**src/rtl/fib_pkg.sv**
```systemverilog
// Shared types and default sizing for the Fibonacci sequence generator.
package fib_pkg;

  typedef enum logic {
    RUN  = 1'b0,
    HALT = 1'b1
  } fib_state_e;

  localparam int FIB_WIDTH_DEF = 16;
  localparam int FIB_IDX_W_DEF = 8;

endpackage : fib_pkg

```
**src/rtl/fib_add.sv**
```systemverilog
// WIDTH-bit ripple-carry adder producing the next Fibonacci term and its carry-out.
module fib_add
  import fib_pkg::*;
#(
  parameter int WIDTH = FIB_WIDTH_DEF
) (
  input  logic [WIDTH-1:0] a,
  input  logic [WIDTH-1:0] b,
  output logic [WIDTH-1:0] sum,
  output logic             cout
);

  logic [WIDTH:0] carry;

  assign carry[0] = 1'b0;

  for (genvar i = 0; i < WIDTH; i++) begin : g_bit
    assign sum[i]     = a[i] ^ b[i] ^ carry[i];
    assign carry[i+1] = (a[i] & b[i]) | (carry[i] & (a[i] ^ b[i]));
  end

  assign cout = carry[WIDTH];

endmodule : fib_add

```
**src/rtl/fib_seq_gen.sv**
```systemverilog
// Fibonacci term generator: A/B term pair advanced on en, seedable by load,
// either halting or wrapping when the next sum no longer fits in WIDTH bits.
module fib_seq_gen
  import fib_pkg::*;
#(
  parameter int WIDTH = FIB_WIDTH_DEF,
  parameter int IDX_W = FIB_IDX_W_DEF,
  parameter int WRAP  = 0
) (
  input  logic             clk,
  input  logic             rst,
  input  logic             en,
  input  logic             load,
  input  logic [WIDTH-1:0] seed0,
  input  logic [WIDTH-1:0] seed1,
  output logic [WIDTH-1:0] out,
  output logic [IDX_W-1:0] idx,
  output logic             ovf,
  output logic             done
);

  localparam bit WRAP_EN = (WRAP != 0);

  fib_state_e       state_q, state_d;
  logic [WIDTH-1:0] a_q, a_d;
  logic [WIDTH-1:0] b_q, b_d;
  logic [IDX_W-1:0] idx_q, idx_d;
  logic             ovf_q, ovf_d;

  logic [WIDTH-1:0] sum;
  logic             carry;
  logic [IDX_W-1:0] idx_inc;

  fib_add #(.WIDTH(WIDTH)) u_add (
    .a    (a_q),
    .b    (b_q),
    .sum  (sum),
    .cout (carry)
  );

  // The advance counter saturates instead of rolling over.
  assign idx_inc = (idx_q == {IDX_W{1'b1}}) ? idx_q : idx_q + IDX_W'(1);

  // NOTE: every always_comb target is given its hold value first, so no path
  // through the branches below can leave a signal unassigned and infer a latch.
  always_comb begin
    state_d = state_q;
    a_d     = a_q;
    b_d     = b_q;
    idx_d   = idx_q;
    ovf_d   = ovf_q;

    if (load) begin
      a_d     = seed0;
      b_d     = seed1;
      idx_d   = '0;
      ovf_d   = 1'b0;
      state_d = RUN;
    end else if (en && (state_q == RUN)) begin
      a_d   = b_q;
      idx_d = idx_inc;
      if (!carry) begin
        b_d = sum;
      end else if (WRAP_EN) begin
        b_d   = sum;
        ovf_d = 1'b1;
      end else begin
        // B keeps the last representable term so A lands on it and stays.
        state_d = HALT;
      end
    end
  end

  // NOTE: state registers use non-blocking assignments so every register
  // samples the pre-edge values, regardless of statement order.
  always_ff @(posedge clk) begin
    if (rst) begin
      state_q <= RUN;
      a_q     <= '0;
      b_q     <= WIDTH'(1);
      idx_q   <= '0;
      ovf_q   <= 1'b0;
    end else begin
      state_q <= state_d;
      a_q     <= a_d;
      b_q     <= b_d;
      idx_q   <= idx_d;
      ovf_q   <= ovf_d;
    end
  end

  assign out  = a_q;
  assign idx  = idx_q;
  assign ovf  = ovf_q;
  assign done = (state_q == HALT);

endmodule : fib_seq_gen

```
**config.mk**
```make
export PLATFORM = sky130hd
export DESIGN_NAME = fib_seq_gen
export DESIGN_NICKNAME = d
export VERILOG_FILES = /design/src/rtl/fib_pkg.sv /design/src/rtl/fib_add.sv /design/src/rtl/fib_seq_gen.sv
export SDC_FILE = /design/constraint.sdc
export NUM_CORES = 1
export LEC_CHECK = 0
export ABC_AREA = 1
export CORE_ASPECT_RATIO = 0.8
export CORE_UTILIZATION = 48
export DETAILED_ROUTE_END_ITERATION = 8
export MAX_ROUTING_LAYER = met4
export PLACE_DENSITY = 0.78
export SYNTH_ARGS = -nofsm -noshare
export SYNTH_HDL_FRONTEND = slang
export SYNTH_SLANG_ARGS = --single-unit
```
**constraint.sdc**
```tcl
create_clock -name clk -period 9 [get_ports clk]
set_clock_uncertainty 0.15 [all_clocks]
set_input_delay 1.8 -clock clk [delete_from_list [all_inputs] [get_ports clk]]
set_output_delay 1.8 -clock clk [all_outputs]
set_load 0.02 [all_outputs]
```
==> metrics.md, run 1 <==
| Metric | Value |
|---|---|
| #FFs+latches synth | 41 |
| IO Port Bufs | 60 |
| Xor-xnor portion of the synthesized cell area | 0 |
| P_sw | 0.000122 W |
| Post-route cell area | 0.00295 mm² |
| Setup CP Type | flop to flop |
| CP Data Arrival Time | roughly 7300 ps |
| Post-CTS sizing | 0 |
| CTS Root Cell | clkbuf_8 |
| Final period utilization | 0.808 |
| Final Hold Vio Count | 0 |
| Core Footprint | 0.00434 mm² |
| Hold_buf cts | 0 |
| Initial antenna violation count | 0 |
| Routed wire per std cell | 13.3 µm |
| Placed cell areas | 0.00283 mm² |
| Hold WS | 353 ps |
| DRT Wirelength | 5510 µm |
| P_int | 0.000322 W |
| Max-slew violation count | 0 |
| Total congestion overflow | 0 |
| Vias | 2,115 |
| Yosys top cell area share | 0.367 |
| Syn avg cell area | approximately 7.3 µm² |
| Post-CTS setup buffer count | 0 |
| Clk network pwr share | 0.356 |
| FF-to-FF Start | out[0] |
| PD cells | roughly 150 mW/mm² |
| Post-synthesis simple-gate area fraction | 0.321 |
| Worst Hold Path EP | b_q[13] |
| # IOs | 62 |
| GP Congestion | 0.851 |
| R2R Setup Slk | between 1500 and 2000 ps |
| First drt pass iteration count | 4 |
| HPWL after DPL | 3690 µm |
| Synth warn | 0 |
| Main combinational cell family by area after synthesis | simple AND/OR/NAND/NOR gates |
| FP Rows | 21 |
| Largest net degree at the start of global routing | 38 |
| Cts bufs inserted | 5 |
| Layout cell share with drive strength beyond 1 | 0.0504 |
| CP most frequent cell | fa_1 |
| Max_cap viols | 0 |
| Place WS | between 1500 and 2000 ps |
| Area fraction in compound gates after synthesis | 0.103 |
| Pleak | approximately 1.2 nW |
| Multiplexer share of the synthesized area | 0 |
| CP Buf/Inv Count | 2 |
| N_diodes | 0 |
| Comb power frac | 0.184 |
| Switching power share of the total | 0.275 |
| Ranking of synthesized cells by area | dfxtp_1 (37%), nand2_1 (22%), fa_1 (13%) |
| Clk_lat worst skew | approximately 300 ps |
| Max Fclk | 138 MHz |
| Worst-case reg-to-reg path depth | 21 |
| Vias per cell | roughly 5.1 |
| Initial drt markers | 123 |
| Crit-path cells | ha_1 -> fa_1 -> fa_1 -> fa_1 -> fa_1 -> fa_1 -> fa_1 -> fa_1 -> fa_1 -> fa_1 -> fa_1 -> fa_1 -> fa_1 -> inv_1 -> fa_1 -> inv_1 -> fa_1 -> fa_1 -> o21ai_4 -> nand2_1 -> a21oi_1 |
| Crit path time final | 7270 ps |
| ANT nets after route | 0 |
| Netlist cell types | 23 |
| Global-route wire length before repair | 9450 µm |
| GRT Total Usage | 0.252 |
| Synthesized area | 0.00224 mm² |
| Clock Path Buffers | 2 |
| Clk sinks | 41 |
| Hold depth | 2 |
| TritonCTS clock tree | built |
| CTS H-tree depth | 2 |
| Final worst setup slack | 1730 ps |
| VDD IR max | 0.102 mV |
| Sequential fraction of the synthesis area | 0.367 |
| Worst hold start | b_q[13] |
| Synth Area in Adders | 0.145 |
| DRC | 0 |
| Flop pwr share | 0.460 |
| Final setup TNS | 0 ps |
| Syn nets | about 360 |
| Vias in the first global route | 2,009 |
| Worst-path clk slew | roughly 80 ps |
| Status | finished, final reports clean |
| CP Capture Type | flop |
| Critical path peak fanout | 16 |
| Die Wd | roughly 78 µm |
| HP Class | flop to flop |
| # setup viols final | 0 |
| Initial Utilization | 0.516 |
| Die area | 0.00494 mm² |
| Area grow syn2layout | 31.9% |
| Rel. slew slack | 0.369 |
| Fillers | 384 |
| Critical path's slowest cell | fa_1 |
| CP top delay family | adder cells |
| Cells after Synth | 305 |
| Cell taking the most area after synthesis | dfxtp_1 |
| Slew @ Worst Pin | 945 ps |
| Die Ht | 63.1 µm |
| Worst setup SP type | flop |
| Final nets | 409 |
| Worst Path Required | about 9000 ps |
| Crit path largest cell delay | 450 ps |
| Reg2reg end | b_q[9] |
| RSZ-0062 raised after global routing | no |
## Yosys cell counts (all sizes together)
cell and count:
nand3b 2, nand3 23, conb 1, ha 2
a31oi 16, nand2 130, clkbuf 4, o21ai 2
nand4 1, nor2 19, inv 12, fa 15
dfxtp 41, a21oi 22, buf 14, nor3 1
## through the flow
| step | std cells | utilization | power (W) |
|---|---|---|---|
| 5_1_grt | 414 | 0.681 | 0.000467 |
| 3_3_place_gp | 406 | 0.653 | 0.000287 |
| 3_5_place_dp | 406 | 0.653 | 0.000289 |
| 6_report | 414 | 0.681 | 0.000444 |
| 4_1_cts | 414 | 0.681 | 0.000445 |
| 2_1_floorplan | 305 | - | 0.000255 |
## cell usage in the layout, fill, tap and decap left out
cell               n
ha_1               2
clkbuf_8           6
nand3b_1           2
o21ai_0            1
nand4_1            1
nor2_2             3
inv_1             10
clkdlybuf4s50_1   60
nor2_4             1
conb_1             1
buf_4              2
dfxtp_1           41
a21oi_1           22
inv_2              2
nand3_1           23
nor3_1             1
nand2_1          129
a31oi_1           16
clkinvlp_4         1
o21ai_4            1
fa_1              15
nor2_1            15
nand2_2            1
bufinv_16          1
## layout make-up
| type | instances | area [µm²] | area share |
|---|---|---|---|
| Clock buffer | 6 | 82.6 | 0.0280 |
| Clock inverter | 2 | 37.5 | 0.0127 |
| Inverter | 12 | 45.0 | 0.0153 |
| Multi-Input combinational cell | 234 | 1280 | 0.433 |
| Sequential cell | 41 | 821 | 0.278 |
| Tap cell | 57 | 71.3 | 0.0242 |
| Timing Repair Buffer | 62 | 616 | 0.209 |
## flip-flops by register name, indices dropped and copies added, names as in the netlist
signal  cells
b_q        16
done        1
idx         8
out        16
## power groups by stage
stage / Clock [W] / Combinational [W] / Sequential (W)
after global placement: 0 / 0.0000788 / 0.000208
after detailed placement: 0 / 0.0000807 / 0.000208
after global routing: 0.000169 / 0.0000924 / 0.000206
after floorplan: 0 / 0.0000431 / 0.000211
final: 0.000158 / 0.0000818 / 0.000204
after CTS: 0.000159 / 0.0000819 / 0.000204
## logic make-up (layout without fill, tap and decap cells)
| family | after synthesis | after routing |
|---|---|---|
| DFF | 41 | 41 |
| adders and majority gates | 17 | 17 |
| AOI/OAI and AO/OA | 40 | 40 |
| other | 1 | 1 |
| buffers and inverters | 30 | 82 |
| and+or+nand+nor | 176 | 176 |
## worst register-to-register path: stages (launching register included)
cell and delay [ps]:
dfxtp_1 340, ha_1 210, fa_1 380, fa_1 400
fa_1 400, fa_1 390, fa_1 390, fa_1 380
fa_1 380, fa_1 380, fa_1 390, fa_1 390
fa_1 400, fa_1 370, inv_1 70, fa_1 150
inv_1 50, fa_1 370, fa_1 450, o21ai_4 430
nand2_1 130, a21oi_1 190
## per-layer routing
metal | up-vias | part of all wire | GRT usage
met5 | - | 0 | -
met3 | 7 | 0.093 | 0.0551
li1 | 1076 | - | -
met2 | 98 | 0.42 | 0.360
met4 | 0 | 0.011 | 0.0741
met1 | 934 | 0.48 | 0.357
## worst max-delay path by stage
stage | cells after the start | from | slack, ps | to
CTS | 21 | out[0] | 1740 | b_q[9]
finish | 21 | out[0] | 1730 | b_q[9]
floorplan | 23 | out[0] | 2010 | b_q[10]
global route | 21 | out[0] | 1490 | b_q[11]
detailed placement | 21 | out[0] | 1810 | b_q[2]
global placement | 21 | out[0] | 1920 | b_q[6]
Note: power is estimated with default switching activity, not from simulation.
==> run 2, diff against run 1 <==
--- a/config.mk
+++ b/config.mk
@@ -7,10 +7,10 @@
 export LEC_CHECK = 0
 export ABC_AREA = 1
 export CORE_ASPECT_RATIO = 0.8
-export CORE_UTILIZATION = 48
+export CORE_UTILIZATION = 43
 export DETAILED_ROUTE_END_ITERATION = 8
 export MAX_ROUTING_LAYER = met4
-export PLACE_DENSITY = 0.78
+export PLACE_DENSITY = 0.74
 export SYNTH_ARGS = -nofsm -noshare
 export SYNTH_HDL_FRONTEND = slang
 export SYNTH_SLANG_ARGS = --single-unit
==> constraint.sdc (replaced) <==
create_clock -name clk -period 6.1 [get_ports clk]
set_clock_uncertainty 0.15 [all_clocks]
set_input_delay 1.22 -clock clk [delete_from_list [all_inputs] [get_ports clk]]
set_output_delay 1.22 -clock clk [all_outputs]
set_load 0.02 [all_outputs]
==> run 2 against run 1 <==
Global-route usage fell by 3.0 points. Highest routed layer unchanged. First-iteration DRC count increased by 12%. Flip-flop and latch count unchanged. The run now ends with negative setup slack left. Largest cell class unchanged. Non-clock buffer count increased by 8.
==> metrics.md, run 2 (synthesized netlist as in run 1, its figures left out) <==
| Metric | Value |
|---|---|
| Worst Path Required | 6180 ps |
| Initial antenna violation count | 0 |
| RSZ-0062 raised after global routing | yes |
| Total power | 0.000625 W |
| Largest net degree at the start of global routing | 38 |
| Flop pwr share | 0.482 |
| PD cells | 204 mW/mm² |
| Layout cell share with drive strength beyond 1 | 0.123 |
| HPWL after DPL | 3790 µm |
| Critical path peak fanout | 7 |
| Die Wd | 82.7 µm |
| Clock Path Buffers | 2 |
| CP Capture Type | flop |
| Routed wire per std cell | ~13 µm |
| Fillers | 459 |
| Status | complete, but fails checks |
| CP Data Arrival Time | 6460 ps |
| Most frequent cells in the layout | nand2_1 (128), clkdlybuf4s50_1 (60), dfxtp_1 (40) |
| HP Class | flop to flop |
| Worst-path clk slew | 80 ps |
| DRT Wirelength | between 5000 and 6000 µm |
| Final period utilization | 1.05 |
| Initial drt markers | roughly 140 |
| First drt pass iteration count | 4 |
| Comb power frac | 0.204 |
| Critical path's slowest cell | fa_2 |
| Vias | about 2,100 |
| Max-slew violation count | 0 |
| Vias in the first global route | 2,031 |
| Crit-path cells | ha_4 -> fa_2 -> fa_2 -> fa_2 -> fa_2 -> fa_2 -> fa_2 -> fa_2 -> fa_2 -> fa_2 -> fa_2 -> fa_2 -> fa_2 -> inv_2 -> fa_1 -> inv_1 -> fa_2 -> fa_2 -> o21ai_4 -> buf_4 -> nand2_1 -> a21oi_1 |
| Slew @ Worst Pin | between 900 and 1000 ps |
| Die area | 0.00550 mm² |
| Max_cap viols | 0 |
| CP most frequent cell | fa_2 |
| Die Ht | 66.5 µm |
| Final nets | 417 |
| VDD IR max | 0.105 mV |
| Pleak | around 1.2 nW |
| Switching power share of the total | 0.280 |
| ANT nets after route | 0 |
| Final worst setup slack | -281 ps |
| P_int | 0.000450 W |
| Global-route wire length before repair | 9030 µm |
| Final Hold Vio Count | 0 |
| TritonCTS clock tree | built |
| GRT Total Usage | 0.222 |
| Commonest non-fill, non-tap cell in the layout | nand2_1 |
| Clk_lat worst skew | 290 ps |
| # IOs | 62 |
| Initial Utilization | 0.447 |
| Max Fclk | 157 MHz |
| Clk sinks | 41 |
| Area grow syn2layout | 36.7% |
| # setup viols final | 17 |
| Place WS | -302 ps |
| Total congestion overflow | 0 |
| P_sw | 0.000175 W |
| FP Rows | 23 |
| Post-route cell area | slightly above 0.003 mm² |
| Failing checks | negative setup slack |
| CTS H-tree depth | 2 |
| IO Port Bufs | 60 |
| GP Congestion | 0.775 |
| CTS Root Cell | clkbuf_8 |
| Crit path largest cell delay | 400 ps |
| Setup CP Type | flop to flop |
| Cts bufs inserted | 5 |
| Crit path time final | between 6000 and 7000 ps |
| Worst setup SP type | flop |
| N_diodes | 0 |
| Clk network pwr share | 0.314 |
| Placed cell areas | 0.00295 mm² |
| Vias per cell | 4.97 |
| Rel. slew slack | 0.350 |
| Hold_buf cts | 0 |
| Core Footprint | ~0.0050 mm² |
| DRC | 0 |
run 2: cell count changes in the layout (fill, tap and decap cells not counted), sizes merged:
cell and delta:
clkinv +1, clkbuf +1, buf +8, clkinvlp -1, bufinv -1
run 2: timing repair:
item / CTS / global route
buffers inserted: 0 / 1
resized for setup: 0 / 1
pin swaps: 2 / 0
endpoints found under the setup margin: 17 / 17
run 2: cell type report:
type,count,area [µm²],share of cell area
tap,62,77.6,0.0253
clock inverter,1,5.00,0.00164
clock buffer,7,96.3,0.0315
timing repair buffer,70,676,0.221
inverter,12,45.0,0.0147
multi-input combinational,234,1340,0.437
sequential,41,825,0.269
run 2: final timing paths:
check	startpoint	endpoint	slack [ps]	cells after the start
worst max-delay path	out[0]	b_q[4]	-280	22
worst min-delay path	b_q[13]	b_q[13]	340	2
worst max register to register	out[0]	b_q[4]	-280	22
worst min register to register	b_q[13]	b_q[13]	340	2
run 2: worst max-delay path, delay by kind of cell, from the launching register on:
family	cells	cell delay (ps)
AO/OA/AOI/OAI	2	280
adder cells (fa/ha/maj)	16	5190
flip-flops	1	360
AND/OR/NAND/NOR	1	50
buffers and inverters	3	280
run 2: per-layer routing:
metal  wire length, µm  up-vias  GRT usage
met4                63        0     0.0668
li1                  -     1092          -
met2              2460       59      0.353
met5                 0        -          -
met1              2560      967      0.288
met3               285        6     0.0397
run 2: power groups by stage:
stage | sequential, W | combinational (W) | clock [W]
final | 0.000301 | 0.000128 | 0.000197
after global routing | 0.000304 | 0.000145 | 0.000209
after CTS | 0.000302 | 0.000129 | 0.000201
after detailed placement | 0.000308 | 0.000128 | 0
after global placement | 0.000307 | 0.000125 | 0
after floorplan | 0.000313 | 0.0000665 | 0
run 2: stage by stage:
step	std cells	hold slack, ps	util	setup TNS [ps]
after detailed placement	418	323	0.589	-4670
after CTS	426	335	0.609	-4390
after global placement	418	318	0.589	-3230
final	427	336	0.611	-4420
after global routing	427	360	0.611	-7530
after floorplan	305	303	-	-2280
==> run 3, diff against run 2 <==
--- a/config.mk
+++ b/config.mk
@@ -7,10 +7,10 @@
 export LEC_CHECK = 0
 export ABC_AREA = 1
 export CORE_ASPECT_RATIO = 0.8
-export CORE_UTILIZATION = 43
+export CORE_UTILIZATION = 48
 export DETAILED_ROUTE_END_ITERATION = 8
 export MAX_ROUTING_LAYER = met4
-export PLACE_DENSITY = 0.74
+export PLACE_DENSITY = 0.78
 export SYNTH_ARGS = -nofsm -noshare
 export SYNTH_HDL_FRONTEND = slang
 export SYNTH_SLANG_ARGS = --single-unit
==> constraint.sdc (replaced) <==
create_clock -name clk -period 7 [get_ports clk]
set_clock_uncertainty 0.15 [all_clocks]
set_input_delay 1.4 -clock clk [delete_from_list [all_inputs] [get_ports clk]]
set_output_delay 1.4 -clock clk [all_outputs]
set_load 0.005 [all_outputs]
==> run 3 against run 2 <==
Sequential power down 13%. Clock power down 6%. The flow now finishes without violations. Largest power group unchanged. Setup slack better by 480 ps.
==> metrics.md, run 3 (synthesized netlist as in run 1, its figures left out) <==
| Metric | Value |
|---|---|
| Final setup TNS | 0 ps |
| PD cells | 182 mW/mm² |
| FP Rows | 21 |
| Worst-path clk slew | 80 ps |
| Vias in the first global route | 2,173 |
| Critical path's slowest cell | fa_1 |
| Clk network pwr share | 0.332 |
| Met3 Use GR | 0.0609 |
| Comb power frac | 0.196 |
| TritonCTS clock tree | built |
| Largest net degree at the start of global routing | 39 |
| Reg2reg end | b_q[5] |
| CTS Root Cell | clkbuf_8 |
| Hold_buf cts | 0 |
| CP Data Arrival Time | 6830 ps |
| Crit-path cells | ha_1 -> fa_1 -> fa_1 -> fa_2 -> fa_2 -> fa_2 -> fa_1 -> fa_1 -> fa_2 -> fa_2 -> fa_2 -> fa_1 -> fa_1 -> inv_1 -> fa_1 -> inv_1 -> fa_2 -> fa_2 -> buf_4 -> nor2_4 -> nor2_4 -> nand2_1 -> a21oi_1 |
| Crit path largest cell delay | ~400 ps |
| CTS H-tree depth | 2 |
| Die area | 0.00494 mm² |
| DRC | 0 |
| Total congestion overflow | 0 |
| CP most frequent cell | fa_2 |
| GRT busiest layer | met2 |
| Clock Path Buffers | 2 |
| Max-slew violation count | 0 |
| Hold WS | between 300 and 400 ps |
| HPWL after DPL | 3720 µm |
| Initial antenna violation count | 0 |
| Status | finished, final reports clean |
| Setup crit end | b_q[5] |
| R2R Setup Slk | around 200 ps |
| CP Capture Type | flop |
| P_int | roughly 0.00041 W |
| Max Fclk | 147 MHz |
| Switching power share of the total | 0.265 |
| Die Ht | 63.1 µm |
| GRT Total Usage | 0.265 |
| N_diodes | 0 |
| First drt pass iteration count | 4 |
| CP Depth | 23 |
| Global-route wire length before repair | about 10000 µm |
| ANT nets after route | 0 |
| Slew @ Worst Pin | ~960 ps |
| Area grow syn2layout | 36.9% |
| Vias per cell | 5.22 |
| Initial drt markers | around 110 |
| GR Layer Usage met2 | 0.400 |
| Clk sinks | 41 |
| GP Congestion | between 0.8 and 0.9 |
| Crit path time final | 6800 ps |
| HP Class | flop to flop |
| FF-to-FF Start | out[0] |
| CP startpoint | out[0] |
| Max_cap viols | 0 |
| Worst setup SP type | flop |
| # IOs | between 60 and 70 |
| Most frequent cells in the layout | nand2_1 (129), clkdlybuf4s50_1 (60), dfxtp_1 (41) |
| Final nets | 416 |
| Routed wire per std cell | 13.8 µm |
| P_sw | 0.000147 W |
| Final Hold Vio Count | 0 |
| VDD IR max | 0.129 mV |
| Rel. slew slack | 0.358 |
| Core Footprint | ~0.0043 mm² |
| CP top delay family | adder cells |
| Initial Utilization | 0.516 |
| DRT Wirelength | just under 6000 µm |
| Critical path peak fanout | 8 |
| Grt met1 use | 0.344 |
| Cts bufs inserted | 5 |
| CP Buf/Inv Count | 3 |
| Final period utilization | 0.972 |
| Clk_lat worst skew | 300 ps |
| Worst-case reg-to-reg path depth | 23 |
| RSZ-0062 raised after global routing | no |
| Vias | 2,192 |
| Layout cell share with drive strength beyond 1 | 0.0964 |
| Commonest non-fill, non-tap cell in the layout | nand2_1 |
| Fillers | 338 |
| # setup viols final | 0 |
| Die Wd | 78.4 µm |
| IO Port Bufs | 60 |
| Setup CP Type | flop to flop |
| Worst Path Required | 7020 ps |
| Flop pwr share | 0.472 |
| Pleak | 1.23 nW |
run 3: cell types whose count changed in the layout (fill, tap and decap cells not counted), sizes merged:
cell	before	now
bufinv	0	1
bufbuf	0	1
buf	10	7
nor2	19	20
clkbuf	7	5
run 3: metrics by stage:
step | power (W) | cells | setup slack (ps) | utilization | cell area (µm²)
2_1_floorplan | 0.000320 | 305 | 95.2 | - | 2240
3_3_place_gp | 0.000365 | 409 | 66.3 | 0.661 | 2870
3_5_place_dp | 0.000367 | 409 | -79.7 | 0.661 | 2870
4_1_cts | 0.000556 | 420 | 40.4 | 0.703 | 3050
5_1_grt | 0.000584 | 420 | 27.0 | 0.707 | 3060
6_report | 0.000556 | 420 | 196 | 0.707 | 3060
run 3: cell type report:
cell class	count	area (µm²)	share of cell area
Clock buffer	5	68.8	0.0225
Clock inverter	2	35.0	0.0114
Inverter	12	45.0	0.0147
Multi-Input combinational cell	235	1330	0.432
Sequential cell	41	821	0.268
Tap cell	57	71.3	0.0233
Timing Repair Buffer	68	698	0.228
run 3: repair_timing:
item,CTS,global route
setup endpoints to repair,16,16
pin swaps,4,1
buffers inserted,2,0
gates resized for setup,7,6
cloned,2,0
run 3: layer usage:
layer | wire length, µm | up-vias
li1 | - | 1093
met1 | 2760 | 1002
met2 | 2550 | 85
met3 | 392 | 12
met4 | 94 | 0
met5 | 0 | -
run 3: worst min path at each step:
stage / startpoint / end / slack [ps] / cells after the start
after floorplan: b_q[0] / b_q[0] / 300 / 2
after global placement: b_q[13] / b_q[13] / 330 / 2
after detailed placement: b_q[13] / b_q[13] / 340 / 2
after CTS: b_q[13] / b_q[13] / 350 / 2
after global routing: b_q[13] / b_q[13] / 360 / 2
final: b_q[13] / b_q[13] / 350 / 2
run 3: worst reg2reg max path: cells and delay by family, from the launching register on:
family          cells  cell delay, ps
buf+inv             3             290
flops               1             330
simple gates        3             370
fa+ha+maj          16            5480
compound gates      1              70
run 3: power by group through the flow:
stage,registers (W),logic [W],clock network (W)
5_1_grt,0.000266,0.000122,0.000196
4_1_cts,0.000262,0.000107,0.000187
6_report,0.000263,0.000109,0.000185
2_1_floorplan,0.000265,0.0000551,0
3_3_place_gp,0.000267,0.0000975,0
3_5_place_dp,0.000267,0.0000996,0
